--- config.mk ---
export PLATFORM = sky130hd
export DESIGN_NAME = cnn_layer_sequencer
export DESIGN_NICKNAME = d
export VERILOG_FILES = /design/src/rtl/cnn_layer_sequencer.sv
export SDC_FILE = /design/constraint.sdc
export NUM_CORES = 1
export LEC_CHECK = 0
export ABC_AREA = 1
export BUFFER_PORTS_ARGS = -buffer_cell sky130_fd_sc_hd__buf_2
export CAP_MARGIN = 25
export CORE_MARGIN = 4
export CORE_UTILIZATION = 40
export DETAILED_ROUTE_END_ITERATION = 10
export GPL_TIMING_DRIVEN = 0
export PLACE_DENSITY = 0.7
export SLEW_MARGIN = 20
export SYNTH_ARGS = -nofsm -noshare
export SYNTH_HDL_FRONTEND = slang
export SYNTH_SLANG_ARGS = --single-unit
--- constraint.sdc ---
create_clock -name clk_i -period 2.2 [get_ports clk_i]
set_clock_uncertainty 0.05 [all_clocks]
set_input_delay 0.11 -clock clk_i [delete_from_list [all_inputs] [get_ports clk_i]]
set_output_delay 0.11 -clock clk_i [all_outputs]
set_load 0.02 [all_outputs]
--- src/rtl/cnn_layer_sequencer.sv ---
// Sequences the CNN layer controller through ctrl codes 1..6 (image load .. FC), advancing on each echo.
// Optional per-layer cycle counters are enabled with `define CNN_SEQ_PERF_CNT_EN.
module cnn_layer_sequencer #(
  parameter int unsigned SETTLE_CYCLES  = 2,
  parameter int unsigned TIMEOUT_CYCLES = 1048576,
  parameter int unsigned CNT_W          = 32
) (
  input  logic             clk_i,
  input  logic             reset_i,
  input  logic             start_i,
  input  logic             abort_i,
  input  logic             img_ready_i,
  input  logic [7:0]       return_ctrl_i,
  output logic [7:0]       ctrl_o,
  output logic [2:0]       layer_o,
  output logic             busy_o,
  output logic             done_o,
  output logic             error_o,
  input  logic [2:0]       perf_sel_i,
  output logic [CNT_W-1:0] perf_count_o
);

  localparam int unsigned SETTLE_W   = 4;
  localparam int unsigned NUM_LAYERS = 6;
  localparam logic [SETTLE_W-1:0] SETTLE_INIT  = SETTLE_W'(SETTLE_CYCLES);
  localparam logic [CNT_W:0]      TIMEOUT_LAST = (CNT_W+1)'(TIMEOUT_CYCLES - 1);
  localparam bit                  WDOG_EN      = (TIMEOUT_CYCLES != 0);

  typedef enum logic [2:0] {
    S_IDLE,
    S_SETTLE,
    S_WAIT,
    S_DONE,
    S_ERR
  } state_e;

  state_e              state_q, state_d;
  logic [2:0]          code_q, code_d;
  logic                busy_q, busy_d;
  logic                done_q, done_d;
  logic                error_q, error_d;
  logic [SETTLE_W-1:0] settle_q, settle_d;
  logic [CNT_W-1:0]    cnt_q, cnt_d;
  logic [CNT_W-1:0]    cnt_inc;
  logic                match, timeout;
  logic                perf_we, perf_clr;

  // Code 0..6 fits in 3 bits; layer number and ctrl code are the same value.
  assign ctrl_o  = {5'd0, code_q};
  assign layer_o = code_q;
  assign busy_o  = busy_q;
  assign done_o  = done_q;
  assign error_o = error_q;

  assign cnt_inc = (&cnt_q) ? cnt_q : cnt_q + CNT_W'(1);
  assign match   = (return_ctrl_i == {5'd0, code_q}) && ((code_q != 3'd1) || img_ready_i);
  // Layer 1 waits on software, so only layers 2..6 are watched.
  assign timeout = WDOG_EN && (code_q >= 3'd2) && ({1'b0, cnt_q} >= TIMEOUT_LAST);

  always_ff @(posedge clk_i) begin
    if (reset_i) begin
      state_q  <= S_IDLE;
      code_q   <= 3'd0;
      busy_q   <= 1'b0;
      done_q   <= 1'b0;
      error_q  <= 1'b0;
      settle_q <= '0;
      cnt_q    <= '0;
    end else begin
      state_q  <= state_d;
      code_q   <= code_d;
      busy_q   <= busy_d;
      done_q   <= done_d;
      error_q  <= error_d;
      settle_q <= settle_d;
      cnt_q    <= cnt_d;
    end
  end

  always_comb begin
    state_d  = state_q;
    code_d   = code_q;
    busy_d   = busy_q;
    done_d   = done_q;
    error_d  = error_q;
    settle_d = settle_q;
    perf_we  = 1'b0;
    perf_clr = 1'b0;

    case (state_q)
      S_IDLE, S_DONE: begin
        if (start_i) begin
          state_d  = S_SETTLE;
          code_d   = 3'd1;
          settle_d = SETTLE_INIT;
          busy_d   = 1'b1;
          done_d   = 1'b0;
          perf_clr = 1'b1;
        end
      end
      S_SETTLE: begin
        if (settle_q <= SETTLE_W'(1)) begin
          state_d  = S_WAIT;
          settle_d = '0;
        end else begin
          settle_d = settle_q - SETTLE_W'(1);
        end
      end
      S_WAIT: begin
        if (match) begin
          perf_we = 1'b1;
          if (code_q == 3'd6) begin
            state_d = S_DONE;
            busy_d  = 1'b0;
            done_d  = 1'b1;
          end else begin
            state_d  = S_SETTLE;
            code_d   = code_q + 3'd1;
            settle_d = SETTLE_INIT;
          end
        end else if (timeout) begin
          state_d = S_ERR;
          code_d  = 3'd0;
          busy_d  = 1'b0;
          error_d = 1'b1;
        end
      end
      S_ERR: ;
      default: begin
        state_d = S_IDLE;
        code_d  = 3'd0;
        busy_d  = 1'b0;
        done_d  = 1'b0;
        error_d = 1'b0;
      end
    endcase

    if (abort_i) begin
      state_d  = S_IDLE;
      code_d   = 3'd0;
      busy_d   = 1'b0;
      done_d   = 1'b0;
      error_d  = 1'b0;
      perf_we  = 1'b0;
      perf_clr = 1'b0;
    end
  end

  // Layer cycle counter restarts on every ctrl change and runs only while a layer is active.
  always_comb begin
    cnt_d = cnt_q;
    if (code_d != code_q) begin
      cnt_d = '0;
    end else if ((state_q == S_SETTLE) || (state_q == S_WAIT)) begin
      cnt_d = cnt_inc;
    end
  end

`ifdef CNN_SEQ_PERF_CNT_EN
  logic [CNT_W-1:0] perf_q [NUM_LAYERS];

  // The match cycle itself is counted, hence cnt_inc rather than cnt_q.
  always_ff @(posedge clk_i) begin
    for (int i = 0; i < NUM_LAYERS; i++) begin
      if (reset_i || perf_clr) begin
        perf_q[i] <= '0;
      end else if (perf_we && (code_q == 3'(i + 1))) begin
        perf_q[i] <= cnt_inc;
      end
    end
  end

  always_comb begin
    perf_count_o = '0;
    for (int i = 0; i < NUM_LAYERS; i++) begin
      if (perf_sel_i == 3'(i + 1)) begin
        perf_count_o = perf_q[i];
      end
    end
  end
`else
  logic unused_perf;
  assign unused_perf  = ^{perf_sel_i, perf_we, perf_clr, NUM_LAYERS[0]};
  assign perf_count_o = '0;
`endif

endmodule
==> insert_results.sql, run 1 <==
INSERT INTO impl_metrics (metric_group, metric, value, unit) VALUES
('layout', 'syn_to_final_growth', '25.57', '%'),
('clock_network', 'clock_path_buffers', '2', ''),
('yosys', 'yosysSeqAreaShare', '0.2649', ''),
('floorplan', 'die_h', '100.2', 'um'),
('yosys', 'synth_top_area_frac', '0.2649', ''),
('timing', 'finalHoldViolCount', '0', ''),
('critical_path', 'worst_r2r_startpoint', 'layer_o[1]', ''),
('place', 'dp_hpwl', '5727', 'um'),
('floorplan', 'core_area', '8258', 'um^2'),
('routing', 'wl', '7772', 'um'),
('critical_path', 'crit_path_top_delay_cell', 'dfxtp_4', ''),
('layout', 'layout.filler_cells', '809', ''),
('yosys', 'yosys.cell_types.count', '32', ''),
('global_routing', 'globalRoute.totalOverflow', '0', ''),
('timing', 'relSlewSlack', '0.5371', ''),
('timing', 'setup_violations', '0', ''),
('clock_network', 'h-tree-depth', '2', ''),
('yosys', 'synth-edff-count', '0', ''),
('floorplan', 'start_util', '0.4118', ''),
('layout', 'drive_gt1_frac', '0.3264', ''),
('layout', 'finalNonFillerCells', '681', ''),
('min_path', 'timing.hold.worst_endpoint', 'layer_o[1]', ''),
('critical_path', 'ff2ff_path_depth', '17', ''),
('timing', 'timing.setup.tns', '0', 'ns'),
('place', 'place.detailed.instances', '657', ''),
('timing', 'tightestPinTransition', '0.6880', 'ns'),
('clock_network', 'clock_insertion_delay_worst_skew', '0.30', 'ns'),
('floorplan', 'core.rowCount', '33', ''),
('critical_path', 'r2r_slack', '0.04', 'ns'),
('power_and_ir_drop', 'vdd_drop_max', '0.0003535', 'V'),
('routing', 'first_iter_violations', '151', ''),
('critical_path', 'worst_setup_sp_type', 'register', ''),
('place', 'finalWeightedCongestion', '0.8623', ''),
('layout', 'antenna_cells_inserted', '0', ''),
('floorplan', 'chip_width', '100.2', 'um'),
('critical_path', 'crit_fanout', '7', ''),
('floorplan', 'io_pins', '62', ''),
('clock_network', 'cts_buffers', '5', ''),
('power_and_ir_drop', 'power.density', '404.3', 'nW/um^2'),
('yosys', 'syn_area_per_cell', '6.870', 'um^2'),
('clock_network', 'cts_tree', 'yes', ''),
('critical_path', 'cpMostUsedCell', 'nand2_2', ''),
('timing', 'grt_setup_unrepaired', 'true', ''),
('yosys', 'synthesis.yosys.warnings', '0', ''),
('critical_path', 'critPathRequiredTime', '2.39', 'ns'),
('routing', 'routed_via_density', '4.562', ''),
('yosys', 'yosys_register_bits', '45', ''),
('critical_path', 'worst_path_largest_cell_delay', '0.37', 'ns'),
('run_status', 'run_status', 'complete, no violations', ''),
('critical_path', 'critical_path_cell_sequence', 'inv_4, ha_4, inv_2, o21ai_1, nand2_1, nand3_4, nor2_2, nor2_1, nand2_1, nand2_2, nand2_2, nand2_2, nand3_2, nor2_4, nand2_8, buf_4, nor2_1', ''),
('critical_path', 'worstReg2RegEnd', 'cnt_q[28]', ''),
('global_routing', 'grt_max_degree', '14', ''),
('yosys', 'synth-main-ff-cell', 'dfxtp_1', ''),
('critical_path', 'cell_family_with_most_cp_delay', 'simple AND/OR/NAND/NOR gates', ''),
('min_path', 'hold_path.class', 'in2reg', ''),
('run', 'max_cap_viol_count', '0', ''),
('global_routing', 'antenna_found_initial', '0', ''),
('yosys', 'netlist_top_cells_count', 'nand2_1 (96), inv_1 (68), nor2_1 (53)', ''),
('timing', 'final_period_minus_worst_setup_slack', '2.161', 'ns'),
('global_routing', 'first_global_vias', '2821', ''),
('yosys', 'asr_flop_ratio_synth', '0', ''),
('critical_path', 'crit_buf_inv', '3', ''),
('global_routing', 'grt_first_pass_wirelength', '12290', 'um'),
('layout', 'register_area', '915.9', 'um^2'),
('routing', 'antenna_left', '0', ''),
('yosys', 'synthesis.instances', '495', ''),
('routing', 'route.detailed.wl_per_inst', '11.41', 'um'),
('layout', 'finish.net_count', '597', ''),
('min_path', 'hold-path-cell-count', '4', ''),
('routing', 'via_count', '3107', ''),
('power_and_ir_drop', 'p_leak', '1.812', 'nW');
[power by group]
group / switching (mW) / leakage (nW) / internal (mW) / total [mW]
clock network: 0.280 / 0.0450 / 0.221 / 0.501
logic: 0.232 / 1.40 / 0.159 / 0.391
registers: 0.0109 / 0.368 / 0.824 / 0.835
[how the worst max path moves through the flow]
stage / to / slack [ns] / cells after the start
4_1_cts: cnt_q[29] / 0.0003 / 18
3_5_place_dp: cnt_q[16] / -0.17 / 17
5_1_grt: cnt_q[7] / -0.12 / 17
3_3_place_gp: cnt_q[13] / -0.12 / 17
6_report: cnt_q[28] / 0.04 / 17
2_1_floorplan: cnt_q[13] / 0.02 / 17
[layout by cell type (no fill, tap or decap), types with 5 or more instances in the layout]
cell       n
a21oi_1   12
a21oi_2    6
buf_2     22
buf_4     53
clkbuf_8   5
conb_1    37
dfxtp_1   37
dfxtp_2    6
inv_1     65
inv_2      7
nand2_1   87
nand2_2   15
nand2_4    5
nand3_1   15
nand3_2    5
nand4_1   11
nor2_1    50
nor2_2    13
nor2_4    33
nor3_1    19
o21ai_0    7
xnor2_1    5
xor2_1    25
[stage by stage]
stage	hold WS (ns)	setup slack, ns	total power [mW]	instance area (um^2)	utilization
final	0.1094	0.03910	1.727	4270	0.5171
after global routing	0.1294	-0.1228	1.818	4270	0.5171
after CTS	0.08731	0.0002804	1.714	3954	0.4788
after detailed placement	0.3095	-0.1658	1.172	3772	0.4568
after global placement	0.2977	-0.1211	1.166	3772	0.4568
after floorplan	0.1324	0.01825	1.121	3536	-
[tightest hold or removal path, cell delays in order]
cell and delay [ns]:
buf_2 0.07, inv_1 0.10, nand2_1 0.11, nor2_1 0.04
[area by class of cell]
class | instances | share of cell area
Buffer | 46 | 0.08907
Multi-Input combinational cell | 367 | 0.5145
Sequential cell | 45 | 0.2145
Tap cell | 105 | 0.03076
Clock buffer | 6 | 0.01699
Inverter | 73 | 0.06475
Clock inverter | 2 | 0.002344
Timing Repair Buffer | 37 | 0.06710
[registers in the layout, indices dropped and copies added (netlist names)]
register  cells
cnt_q        32
settle_q      4
layer_o       3
state_q       3
busy_o        1
done_o        1
error_o       1
[kinds of logic (layout without fill, tap and decap cells)]
logic type               after synthesis  after routing  synth area share
AND/OR/NAND/NOR                      263            263            0.3996
buffers and inverters                119            164            0.1851
flip-flops                            45             45            0.2649
AO/OA/AOI/OAI                         30             30           0.04710
XOR/XNOR                              30             30           0.07726
adder cells (fa/ha/maj)                6              6           0.02207
other                                  1             37          0.001103
multiplexers                           1              1          0.002943
[layer usage]
layer  routed length [um]  track usage  share of wire  up-vias
li1                     -            -              -     1613
met1                 3344       0.1760           0.43     1424
met2                 4059       0.2742           0.52       61
met3                  293      0.02363          0.038        9
met4                   74      0.03316         0.0095        0
met5                    0            0              0        -
[what timing repair did]
action / in CTS / in global routing
pin swaps: 3 / 19
setup endpoints to repair: 30 / 32
endpoints found under the hold margin: 4 / 0
buffers inserted: 2 / 10
gates resized for setup: 15 / 53
hold buffers: 1 / 0
cloned: 1 / 2
(Power assumes the default switching activity.)
==> run 2: changes to the inputs <==
- CELL_PAD_IN_SITES_DETAIL_PLACEMENT: default -> 1
- CELL_PAD_IN_SITES_GLOBAL_PLACEMENT: default -> 1
- PLACE_DENSITY: 0.7 -> 0.9
==> insert_results.sql, run 2 (synthesis gave the netlist of run 1 again) <==
INSERT INTO impl_metrics (metric_group, metric, value, unit) VALUES
('power_and_ir_drop', 'cell_internal_pwr', '1.269', 'mW'),
('clock_network', 'cts.reportedPaths.clkPinSlew', '0.09', 'ns'),
('power_and_ir_drop', 'power.density', '415.5', 'nW/um^2'),
('floorplan', 'die_h', '100.2', 'um'),
('timing', 'tightestPinTransition', '0.5278', 'ns'),
('routing', 'via_count', '3260', ''),
('timing', 'relSlewSlack', '0.6454', ''),
('routing', 'wl', '9863', 'um'),
('global_routing', 'grt_max_degree', '14', ''),
('min_path', 'hold_path.class', 'in2reg', ''),
('floorplan', 'start_util', '0.4118', ''),
('clock_network', 'cts.root.buffer_cell', 'clkbuf_8', ''),
('floorplan', 'chip_width', '100.2', 'um'),
('timing', 'period_share', '1.002', ''),
('place', 'place.port_buffers', '21', ''),
('clock_network', 'cts_hold_buffers', '0', ''),
('routing', 'route.detailed.wl_per_inst', '14.31', 'um'),
('global_routing', 'globalRoute.totalOverflow', '0', ''),
('layout', 'top_regs', 'cnt_q (32), settle_q (4)', ''),
('power_and_ir_drop', 'p_leak', '1.862', 'nW'),
('timing', 'setup_violations', '3', ''),
('power_and_ir_drop', 'net-switching-power', '537.7', 'uW'),
('layout', 'register_area', '914.6', 'um^2'),
('critical_path', 'worstPathArrival', '2.34', 'ns'),
('layout', 'final_cell_mix', 'nand2_1 (79), inv_1 (62), buf_4 (61)', ''),
('timing', 'grt_setup_unrepaired', 'true', ''),
('critical_path', 'r2r_slack', '-0.004', 'ns'),
('clock_network', 'clock_insertion_delay_worst_skew', '0.29', 'ns'),
('layout', 'max_flop_register', 'cnt_q', ''),
('global_routing', 'grt_first_pass_wirelength', '14950', 'um'),
('global_routing', 'grtUsageTotal', '0.1784', ''),
('layout', 'drive_gt1_frac', '0.3630', ''),
('run', 'max_cap_viol_count', '0', ''),
('layout', 'largest_reg_flops', '32', ''),
('timing', 'maxClockFrequency', '453.8', 'MHz'),
('global_routing', 'first_global_vias', '3337', ''),
('critical_path', 'endpoint_kind', 'register', ''),
('critical_path', 'crit_fanout', '5', ''),
('power_and_ir_drop', 'power.switching_fraction', '0.2975', ''),
('critical_path', 'critPathRequiredTime', '2.34', 'ns'),
('timing', 'final_period_minus_worst_setup_slack', '2.204', 'ns'),
('power_and_ir_drop', 'seq_power_share', '0.463', ''),
('place', 'dp_hpwl', '6945', 'um'),
('layout', 'finish.net_count', '605', ''),
('layout', 'layout_commonest_cell', 'nand2_1', ''),
('timing', 'final-max-slew-violation-count', '0', ''),
('layout', 'finish.utilization', '0.5267', ''),
('layout', 'multi_input_area', '2203', 'um^2'),
('layout', 'syn_to_final_growth', '27.89', '%'),
('routing', 'antenna_left', '0', ''),
('floorplan', 'full_die_area', '10040', 'um^2'),
('timing', 'layout_setup_ws', '-0.003502', 'ns'),
('clock_network', 'clock_path_buffers', '2', ''),
('critical_path', 'worst_setup_sp_type', 'register', ''),
('routing', 'first_iter_violations', '76', ''),
('clock_network', 'cts_tree', 'yes', ''),
('layout', 'layout.filler_cells', '1109', ''),
('floorplan', 'core_area', '8258', 'um^2'),
('clock_network', 'h-tree-depth', '2', ''),
('run_status', 'violated_checks', 'negative setup slack', ''),
('layout', 'antenna_cells_inserted', '0', ''),
('power_and_ir_drop', 'power_frac_comb', '0.221', ''),
('clock_network', 'cts_num_sinks', '45', ''),
('routing', 'drtPass1Iterations', '4', ''),
('floorplan', 'core.rowCount', '33', ''),
('floorplan', 'io_pins', '62', ''),
('routing', 'routed_via_density', '4.731', ''),
('global_routing', 'antenna_found_initial', '0', ''),
('critical_path', 'critical_path_class', 'reg2reg', ''),
('clock_network', 'cts_buffers', '5', ''),
('timing', 'finalHoldViolCount', '0', ''),
('run_status', 'run_status', 'finished, violations left', ''),
('timing', 'timing.setup.tns', '-0.005863', 'ns'),
('power_and_ir_drop', 'pwr-share-clk', '0.316', ''),
('power_and_ir_drop', 'vdd_drop_max', '0.0004211', 'V'),
('routing', 'drc_errors', '0', ''),
('place', 'finalWeightedCongestion', '0.8470', '');
run 2: cell types whose count changed in the layout (fill, tap and decap cells not counted), sizes merged:
cell	change
clkinv	-1
bufbuf	+1
dlygate4sd3	-1
buf	+9
run 2: cell type report:
type,instances,area share
inverters,73,0.06415
multi-input cells,367,0.5066
plain buffers,45,0.08285
well taps,105,0.03021
flip-flops and latches,45,0.2103
repair buffers,46,0.08257
clock inverters,1,0.001151
clock buffers,7,0.02215
run 2: power groups by stage:
stage	Sequential, mW	Combinational, mW	Clock (mW)
after floorplan	0.855	0.266	0
after CTS	0.834	0.362	0.587
after detailed placement	0.855	0.326	0
final	0.836	0.399	0.572
after global routing	0.838	0.432	0.620
after global placement	0.854	0.315	0
run 2: final timing paths:
kind / start / to / cells past startpoint
max: cnt_q[0] / cnt_q[31] / 18
min: reset_i / layer_o[0] / 2
max reg2reg: cnt_q[0] / cnt_q[31] / 18
min reg2reg: busy_o / busy_o / 2
run 2: repair_timing:
| item | 4_1_cts | 5_1_grt |
|---|---|---|
| setup buffers | 8 | 15 |
| gates cloned | 1 | 1 |
| pin swaps | 5 | 24 |
| endpoints found under the setup margin | 32 | 32 |
| gates resized for setup | 18 | 60 |
run 2: metal layers:
metal	up-vias	wire length (um)	global-route usage	part of all wire
met5	-	0	0	0
met4	0	85	0.03109	0.0086
met3	8	278	0.02432	0.028
met2	51	5512	0.3471	0.56
met1	1577	3987	0.2072	0.40
li1	1624	-	-	-
run 2: critical path: stages, from the launching register on:
cell and delay (ns):
dfxtp_2 0.36, ha_4 0.16, inv_4 0.05, nor2_4 0.13, nand2_2 0.08, nor2_2 0.13
nand2_2 0.10, nand2_4 0.09, nand2_4 0.06, nand2_4 0.09, nand3_2 0.05, nand2_1 0.07
nand2_2 0.07, nand3_1 0.11, nand2_2 0.08, nand2_4 0.10, buf_12 0.12, clkbuf_16 0.15
nor2_2 0.03
run 2: through the flow:
step	total power, mW	hold WS [ns]	instance area [um^2]	setup slack, ns	instances
2_1_floorplan	1.121	0.1324	3536	0.01825	531
3_3_place_gp	1.169	0.3243	3772	-0.1526	657
3_5_place_dp	1.181	0.3274	3772	-0.1740	657
4_1_cts	1.783	0.007597	4021	0.004762	674
5_1_grt	1.890	0.004337	4349	-0.1479	689
6_report	1.807	0.01171	4349	-0.003502	689
==> run 3: changes to the inputs <==
- ABC_AREA: 1 -> default
- CAP_MARGIN: 25 -> 10
- GPL_ROUTABILITY_DRIVEN: default -> 0
- PLACE_DENSITY: 0.9 -> 0.88
==> insert_results.sql, run 3 <==
INSERT INTO impl_metrics (metric_group, metric, value, unit) VALUES
('yosys', 'synthSimpleGateAreaFrac', '0.3070', ''),
('global_routing', 'antenna_found_initial', '0', ''),
('place', 'placement.cell_area', '3425', 'um^2'),
('routing', 'drtPass1Iterations', '4', ''),
('floorplan', 'start_util', '0.4142', ''),
('critical_path', 'critical_path_class', 'reg2reg', ''),
('power_and_ir_drop', 'p_leak', '1.688', 'nW'),
('timing', 'grt_setup_unrepaired', 'true', ''),
('layout', 'drive_gt1_frac', '0.2895', ''),
('floorplan', 'core.rowCount', '31', ''),
('floorplan', 'full_die_area', '9005', 'um^2'),
('layout', 'finish.net_count', '477', ''),
('global_routing', 'use_met2', '0.3600', ''),
('layout', 'finish.utilization', '0.5245', ''),
('global_routing', 'globalRoute.totalOverflow', '0', ''),
('yosys', 'synth-edff-count', '0', ''),
('critical_path', 'worst_setup_sp_type', 'register', ''),
('critical_path', 'crit_fanout', '8', ''),
('yosys', 'synth-adder-area-share', '0.02486', ''),
('timing', 'maxClockFrequency', '405.0', 'MHz'),
('layout', 'antenna_cells_inserted', '0', ''),
('layout', 'largest_reg_flops', '32', ''),
('yosys', 'synth.area.mux_share', '0.003314', ''),
('routing', 'routed_via_density', '5.225', ''),
('yosys', 'synth-main-ff-cell', 'dfxtp_1', ''),
('clock_network', 'cts_tree', 'yes', ''),
('yosys', 'synth_area_in_compound_gates', '0.1272', ''),
('critical_path', 'critPathRequiredTime', '2.41', 'ns'),
('place', 'place.port_buffers', '20', ''),
('yosys', 'synthTopCellsByArea', 'dfxtp_1 (30%), buf_4 (9.9%), and2_1 (6.8%)', ''),
('routing', 'drc_errors', '0', ''),
('layout', 'layout_commonest_cell', 'buf_4', ''),
('layout', 'layout.filler_cells', '935', ''),
('floorplan', 'io_pins', '62', ''),
('floorplan', 'core_area', '7292', 'um^2'),
('global_routing', 'grt_max_degree', '14', ''),
('clock_network', 'h-tree-depth', '2', ''),
('layout', 'syn_to_final_growth', '26.64', '%'),
('timing', 'layout_setup_ws', '-0.2694', 'ns'),
('layout', 'max_flop_register', 'cnt_q', ''),
('clock_network', 'cts.reportedPaths.clkPinSlew', '0.09', 'ns'),
('run_status', 'run_status', 'finished, violations left', ''),
('place', 'worst_slack_placed', '-0.7882', 'ns'),
('routing', 'wl', '9433', 'um'),
('floorplan', 'die_h', '94.90', 'um'),
('clock_network', 'cts_buffers', '5', ''),
('min_path', 'hold_path.class', 'in2reg', ''),
('yosys', 'syn_area_per_cell', '7.990', 'um^2'),
('layout', 'top_regs', 'cnt_q (32), settle_q (4)', ''),
('layout', 'final_cell_mix', 'buf_4 (53), dfxtp_1 (41), conb_1 (37)', ''),
('global_routing', 'grtUsageTotal', '0.2049', ''),
('layout', 'finish.instance_area', '3825', 'um^2'),
('timing', 'hold_slack', '-0.005464', 'ns'),
('yosys', 'yosysSeqAreaShare', '0.2983', ''),
('routing', 'route.detailed.wl_per_inst', '17.00', 'um'),
('routing', 'antenna_left', '0', ''),
('yosys', 'yosys.cell_types.count', '52', ''),
('yosys', 'synthesis.instances', '378', ''),
('yosys', 'asr_flop_ratio_synth', '0', ''),
('yosys', 'synthesis.yosys.warnings', '0', ''),
('yosys', 'netlist_top_cells_count', 'dfxtp_1 (45), buf_4 (40), and2_1 (33)', ''),
('yosys', 'post-synth-top-area-cell', 'dfxtp_1', ''),
('routing', 'first_iter_violations', '238', ''),
('power_and_ir_drop', 'power.density', '449.9', 'nW/um^2'),
('timing', 'final_period_minus_worst_setup_slack', '2.469', 'ns'),
('clock_network', 'clock_insertion_delay_worst_skew', '0.32', 'ns'),
('critical_path', 'worstPathArrival', '2.68', 'ns'),
('yosys', 'yosys_register_bits', '45', ''),
('floorplan', 'chip_width', '94.90', 'um'),
('yosys', 'synth_xor_area_frac', '0.1015', ''),
('yosys', 'synth_area', '3020', 'um^2'),
('yosys', 'synth_top_area_frac', '0.2983', ''),
('run_status', 'violated_checks', 'negative hold slack, negative setup slack', ''),
('timing', 'setup_violations', '33', ''),
('timing', 'period_share', '1.122', ''),
('routing', 'via_count', '2900', ''),
('global_routing', 'grt.met1_usage', '0.2523', ''),
('global_routing', 'groute.layer.met3.usage', '0.03426', ''),
('global_routing', 'busiest_layer_in_global_routing', 'met2', ''),
('place', 'dp_hpwl', '5896', 'um'),
('global_routing', 'first_global_vias', '2963', ''),
('yosys', 'main_combinational_cell_family_by_area_after_synthesis', 'simple AND/OR/NAND/NOR gates', ''),
('timing', 'finalHoldViolCount', '2', ''),
('clock_network', 'cts_num_sinks', '45', ''),
('clock_network', 'cts.root.buffer_cell', 'clkbuf_8', ''),
('power_and_ir_drop', 'vdd_drop_max', '0.0002248', 'V'),
('timing', 'final-max-slew-violation-count', '0', ''),
('yosys', 'post-synth-top-count-cell', 'dfxtp_1', ''),
('clock_network', 'clock_path_buffers', '2', ''),
('power_and_ir_drop', 'power.total', '1.721', 'mW'),
('global_routing', 'grt_first_pass_wirelength', '14620', 'um'),
('run', 'max_cap_viol_count', '0', ''),
('critical_path', 'endpoint_kind', 'register', '');
-- run 3: changes by cell type after synthesis, moves of 17 or more --
cell	delta
nand2_1	-69
nor2_2	-26
inv_1	-53
nor2_1	-32
nor2_4	-17
and2_1	+33
-- run 3: timing repair --
item,CTS,global route
cloned,3,0
setup buffers,8,5
resized for setup,26,38
pin swaps,6,6
setup endpoints to repair,36,41
hold buffers,0,0
-- run 3: metrics by stage --
stage	setup TNS [ns]	instances
final	-7.842	555
after global routing	-11.60	555
after CTS	-7.397	552
after detailed placement	-24.52	533
after global placement	-21.48	533
after floorplan	-8.142	414
-- run 3: path summary, 6_finish.rpt --
kind	from	end	slack, ns	cells past startpoint
setup / recovery	layer_o[0]	cnt_q[5]	-0.27	10
hold reg to reg	done_o	done_o	0.44	2
setup reg to reg	layer_o[0]	cnt_q[5]	-0.27	10
hold / removal	reset_i	settle_q[2]	-0.005	2
-- run 3: cell families (layout without fill, tap and decap cells) --
family	after synthesis	in the layout
muxes	1	1
xor gates and xnor gates	35	35
other	1	37
DFF	45	45
AOI/OAI and AO/OA	56	56
buffers and inverters	69	111
and+or+nand+nor	165	165
adders and majority gates	6	6
-- run 3: area by class of cell --
| type | instances | area (um^2) | area share |
|---|---|---|---|
| plain buffers | 52 | 400.4 | 0.1047 |
| clock buffers | 7 | 76.32 | 0.01995 |
| clock inverters | 1 | 6.256 | 0.001636 |
| inverters | 15 | 63.81 | 0.01668 |
| multi-input cells | 300 | 2006 | 0.5244 |
| flip-flops and latches | 45 | 910.9 | 0.2381 |
| well taps | 99 | 123.9 | 0.03238 |
| repair buffers | 36 | 237.7 | 0.06215 |
-- run 3: worst max-delay path: stages, from the launching register on --
cell,delay (ns)
dfxtp_4,0.36
clkbuf_16,0.14
inv_8,0.03
ha_4,0.14
or3_4,0.34
a21o_1,0.18
or3_4,0.37
a222oi_1,0.25
buf_4,0.27
buf_6,0.15
and2_4,0.13
-- run 3: report_power, final --
| group | internal, mW | switching (mW) | total, mW |
|---|---|---|---|
| sequential | 0.822 | 0.0117 | 0.833 |
| combinational | 0.147 | 0.207 | 0.354 |
| clock | 0.227 | 0.307 | 0.534 |
| total | 1.20 | 0.525 | 1.72 |
-- run 3: metal layers --
| metal | wire length [um] | part of all wire | vias up |
|---|---|---|---|
| met3 | 395 | 0.042 | 18 |
| met4 | 209 | 0.022 | 0 |
| li1 | - | - | 1399 |
| met5 | 0 | 0 | - |
| met2 | 4759 | 0.50 | 76 |
| met1 | 4069 | 0.43 | 1407 |
